<file path="config.mk">
export PLATFORM = sky130hd
export DESIGN_NAME = alarm_ctrl
export DESIGN_NICKNAME = d
export VERILOG_FILES = /design/src/rtl/alarm_ctrl.sv
export SDC_FILE = /design/constraint.sdc
export NUM_CORES = 1
export LEC_CHECK = 0
export CAP_MARGIN = 20
export CORE_AREA = 5 5 72 106
export CTS_BUF_LIST = sky130_fd_sc_hd__clkbuf_16
export CTS_CLUSTER_SIZE = 8
export DETAILED_ROUTE_END_ITERATION = 10
export DIE_AREA = 0 0 77 111
export SYNTH_ARGS = -nofsm -noshare
export SYNTH_HDL_FRONTEND = slang
export SYNTH_SLANG_ARGS = --single-unit
</file>
<file path="constraint.sdc">
create_clock -name clk -period 2.27 [get_ports clk]
set_clock_uncertainty 0.1 [all_clocks]
set_input_delay 0.227 -clock clk [delete_from_list [all_inputs] [get_ports clk]]
set_output_delay 0.227 -clock clk [all_outputs]
set_load 0.01 [all_outputs]
</file>
<file path="src/rtl/alarm_ctrl.sv">
// alarm_ctrl: alarm time store, edit flow, ring/snooze sequencer driving the display mux.
// Snooze path is built only when ALARM_SNOOZE_EN is defined.
module alarm_ctrl #(
  parameter int RING_SECS   = 60,
  parameter int SNOOZE_SECS = 300
) (
  input  logic       clk,
  input  logic       rst_n,
  input  logic       tick_1hz,
  input  logic       btn_alam,
  input  logic       btn_up,
  input  logic       btn_off,
  input  logic       btn_snooze,
  input  logic [7:0] time_hh,
  input  logic [7:0] time_mm,
  input  logic [7:0] time_ss,
  output logic [7:0] alarm_hh,
  output logic [7:0] alarm_mm,
  output logic       disp_sel,
  output logic [1:0] edit_field,
  output logic       armed,
  output logic       buzzer
);
  localparam logic [2:0] IDLE = 3'd0, VIEW = 3'd1, EDIT_H = 3'd2, EDIT_M = 3'd3, RING = 3'd4;
  localparam logic [7:0] RING_LAST = 8'(RING_SECS - 1);
  logic [2:0] state, state_n;
  logic [7:0] ring_cnt, ring_n, hh_n, mm_n;
  logic armed_n, snz, hit, quiet;
`ifdef ALARM_SNOOZE_EN
  localparam logic [2:0] SNOOZE = 3'd5;
  localparam logic [9:0] SNOOZE_LAST = 10'(SNOOZE_SECS - 1);
  logic [9:0] snooze_cnt, snooze_n;
  assign snz = btn_snooze;
`else
  logic unused_snooze;
  assign unused_snooze = btn_snooze | (SNOOZE_SECS == 0);
  assign snz = 1'b0;
`endif
  function automatic logic [7:0] bcd_inc(input logic [7:0] v, input logic [7:0] top);
    return v == top ? 8'h00 : v[3:0] == 4'h9 ? {v[7:4] + 4'h1, 4'h0} : v + 8'h01;
  endfunction
  assign hit = armed && tick_1hz && time_hh == alarm_hh && time_mm == alarm_mm && time_ss == 8'h00;
  // a higher-priority pulse swallows btn_alam/btn_up even when it has no effect in this state
  assign quiet = !btn_off && !snz;
  always_comb begin
    state_n = state;
    ring_n = ring_cnt;
    armed_n = armed;
    hh_n = alarm_hh;
    mm_n = alarm_mm;
`ifdef ALARM_SNOOZE_EN
    snooze_n = snooze_cnt;
`endif
    case (state)
      IDLE, VIEW:
        if (hit) begin
          state_n = RING;
          ring_n = 8'd0;
        end else if (btn_off) begin
          state_n = IDLE;
          armed_n = state == IDLE ? !armed : armed;
        end else if (quiet && btn_alam) state_n = state == IDLE ? VIEW : EDIT_H;
      EDIT_H:
        if (quiet && btn_alam) state_n = EDIT_M;
        else if (quiet && btn_up) hh_n = bcd_inc(alarm_hh, 8'h23);
      EDIT_M:
        if (quiet && btn_alam) begin
          state_n = IDLE;
          armed_n = 1'b1;
        end else if (quiet && btn_up) mm_n = bcd_inc(alarm_mm, 8'h59);
      RING:
        if (btn_off) state_n = IDLE;
`ifdef ALARM_SNOOZE_EN
        else if (btn_snooze) begin
          state_n = SNOOZE;
          snooze_n = 10'd0;
        end
`endif
        else if (tick_1hz) begin
          state_n = ring_cnt == RING_LAST ? IDLE : RING;
          ring_n = ring_cnt + 8'd1;
        end
`ifdef ALARM_SNOOZE_EN
      SNOOZE:
        if (btn_off) state_n = IDLE;
        else if (tick_1hz) begin
          state_n = snooze_cnt == SNOOZE_LAST ? RING : SNOOZE;
          snooze_n = snooze_cnt + 10'd1;
          ring_n = 8'd0;
        end
`endif
      default: state_n = IDLE;
    endcase
  end
  always_ff @(posedge clk)
    if (!rst_n) begin
      state <= IDLE;
      ring_cnt <= 8'd0;
      alarm_hh <= 8'h00;
      alarm_mm <= 8'h00;
      armed <= 1'b0;
      disp_sel <= 1'b0;
      edit_field <= 2'b00;
      buzzer <= 1'b0;
`ifdef ALARM_SNOOZE_EN
      snooze_cnt <= 10'd0;
`endif
    end else begin
      state <= state_n;
      ring_cnt <= ring_n;
      alarm_hh <= hh_n;
      alarm_mm <= mm_n;
      armed <= armed_n;
      disp_sel <= state_n == VIEW || state_n == EDIT_H || state_n == EDIT_M;
      edit_field <= {state_n == EDIT_M, state_n == EDIT_H};
      buzzer <= state_n == RING;
`ifdef ALARM_SNOOZE_EN
      snooze_cnt <= snooze_n;
`endif
    end
endmodule

</file>
==> summary.md <==
| Metric | Value |
|---|---|
| Combinational power share | a little under a tenth |
| Gp weighted congestion | ~0.8 |
| Internal power | 0.00104 W |
| P_leak | 1.12 nW |
| Async SR Flop Fraction | 0% |
| Die W | 77 microns |
| Max Clock Freq | 0.457 GHz |
| CTS clk-pin slew, worst paths | 0.05 ns |
| Die ar. | approximately 8500 sq um |
| Rel. slew slack | between 70% and 80% |
| Proportion of layout cells with a drive suffix above 1 | 12.3% |
| Detailed Place HPWL | 4000 microns |
| I/O Pins | 52 |
| CP startpoint kind | primary input |
| CP max FO | 7 |
| Average size of a mapped cell | 8.59 sq um |
| Worst hold path type | flip-flop to flip-flop |
| Clock Latency Late Sink | 0.27 ns |
| Synthesized netlist cell count | 223 |
| FP Rows | 36 |
| DRC | 0 |
| Drt first pass iters | 4 |
| Crit end category | flip-flop |
| First-pass GRT wire length | slightly below 9000 microns |
| Initial core utilization | 29.3% |
| Diode count | 0 |
| PwrDens | 475 nW/um^2 |
| Fin crit share | 96.5% |
| CTS Sinks | 32 |
| Placed instance area | 2630 sq um |
| Synth area leader | dfxtp_1 |
| Final Max Tran Viols | 0 |
| Switching pwr | 0.000277 W |
| Number of global-route vias before repair | ~1.9k |
| Routed Antenna Nets | 0 |
| Largest net degree at the start of global routing | 15 |
| Yosys cell types | 50 |
| Status | finished, final reports clean |
| TritonCTS clock tree | built |
| Die height | between 100 and 150 microns |
| Root Buffer | clkbuf_16 |
| Number of max-cap violations | 0 |
| Avg WL per Cell | 13.6 microns |
| Post-synthesis sequential area ratio | 33.4% |
| Clock Power Share | 47.1% |
| Gr ovfl total | 0 |
| Finished Cell Area | 2760 sq um |
| Input/output buffers | 50 |
| EDFF count, synth | 0 |
| Drt via density | 4.99 |
| Final setup violation count | 0 |
| Peak supply drop | between 200 and 300 uV |
| Final hold viol count | 0 |
| Nets | 332 |
| Setup CP Type | primary input to flip-flop |
| Area growth syn-to-layout | 44.3% |
| Cts hold-fix bufs | 0 |
| Clock buffer depth | 2 |
| Initial detailed-routing violation count | slightly below 60 |
| Seq pwr share | about 44% |
| Initial antenna violation count | 0 |
| CP required | 2.34 ns |
| Share of the synthesized area in the top cell type | 33.4% |
| Ys flop type | dfxtp_1 |
| Unrepaired setup endpoints after global routing | no |
| Overall Global Routing Usage | 12.4% |
| H-Tree Depth | 2 |
| Synthesized area | approximately 1900 sq um |
| Sw Ratio | a little over a fifth |
| Final min period | 2.19 ns |
| Most frequent cell after synthesis | dfxtp_1 |
| Final WL | ~5000 microns |
| CORE AREA | 6530 sq um |
| Crit path DAT | around 2.3 ns |
| Top cells by area, synth | dfxtp_1, xor2_1, ha_1, nor2_1, nand2_1 |
| Worst-margin pin slew | around 0.43 ns |
| Number of CTS-inserted buffers | 5 |
| Commonest cells in the netlist | dfxtp_1, xor2_1, nor2_1 |
| Vias | 1835 |
| Yosys warnings | 0 |
| FF+latch count, synth | 32 |
| Sum of negative setup slack | 0 ns |
| Syn nets | 263 |
## cells in the final DEF, fill, tap and decap left out, types with 5 or more instances in the layout
master and count:
a21oi_1 7, and3_1 5, buf_4 21, clkbuf_16 5, clkdlybuf4s50_1 49, dfxtp_1 32
ha_1 9, inv_1 9, nand2_1 16, nand3_1 11, nand4_1 5, nor2_1 24
nor4_1 5, o21a_1 5, xor2_1 27
## sequential cells by signal, indices dropped and copies added, names as in the netlist
name / flops
state: 3
disp_sel: 1
ring_cnt: 8
armed: 1
buzzer: 1
edit_field: 2
alarm_mm: 8
alarm_hh: 8
## power by group through the flow
| stage | combinational [W] | sequential (W) | clock, W |
|---|---|---|---|
| 2_1_floorplan | 0.0000400 | 0.000583 | 0 |
| 3_3_place_gp | 0.000122 | 0.000584 | 0 |
| 3_5_place_dp | 0.000122 | 0.000584 | 0 |
| 4_1_cts | 0.000123 | 0.000572 | 0.000637 |
| 5_1_grt | 0.000133 | 0.000573 | 0.000661 |
| 6_report | 0.000121 | 0.000573 | 0.000619 |
## repair_timing
action                     4_1_cts  5_1_grt
setup buffers                    0        0
setup endpoints to repair        0        7
gates resized for setup          0        1
## cell type report
class | instances | area, sq um
Tap cell | 76 | 95.1
Fill cell | 660 | 3770
Clock buffer | 5 | 125
Clock inverter | 2 | 8.76
Timing Repair Buffer | 71 | 661
Inverter | 8 | 30.0
Multi-Input combinational cell | 174 | 1200
Sequential cell | 32 | 641
## final timing paths
| check | startpoint | endpoint | slack, ns | cells after the start |
|---|---|---|---|---|
| worst max-delay path | time_mm[4] | ring_cnt[1] | 0.08 | 7 |
| worst min-delay path | ring_cnt[1] | ring_cnt[1] | 0.38 | 2 |
| worst max register to register | alarm_mm[4] | ring_cnt[1] | 0.12 | 6 |
| worst min register to register | ring_cnt[1] | ring_cnt[1] | 0.38 | 2 |
## per-stage QoR
| step | util (%) | power [W] | setup WS, ns | hold WS, ns | instances |
|---|---|---|---|---|---|
| 6_report | 42.3 | 0.00131 | 0.0803 | 0.377 | 368 |
| 4_1_cts | 42.3 | 0.00133 | 0.0560 | 0.382 | 368 |
| 3_3_place_gp | 40.2 | 0.000706 | -0.211 | 0.367 | 361 |
| 3_5_place_dp | 40.2 | 0.000707 | -0.223 | 0.375 | 361 |
| 2_1_floorplan | - | 0.000623 | 0.0496 | 0.281 | 223 |
| 5_1_grt | 42.3 | 0.00137 | 0.00135 | 0.407 | 368 |
## critical path: stages
cell	delay, ns
clkdlybuf4s50_1	0.41
xor2_1	0.17
or4_1	0.50
or4_4	0.46
o41ai_4	0.22
buf_4	0.20
o21ai_2	0.06
## cells by family after synthesis
| family | share of synthesized area (%) |
|---|---|
| and+or+nand+nor | 27.2 |
| muxes | 1.70 |
| AOI/OAI and AO/OA | 14.3 |
| DFF | 33.4 |
| adders and majority gates | 5.88 |
| xor gates and xnor gates | 13.7 |
| buffers and inverters | 3.72 |
## metal layers
layer	GRT usage, %	share of wire [%]	up-vias
li1	-	-	934
met1	14.1	43	848
met4	4.13	1.6	0
met2	22.2	51	45
met5	0	0	-
met3	3.33	5.0	8
Power figures use the tool's default switching activity.
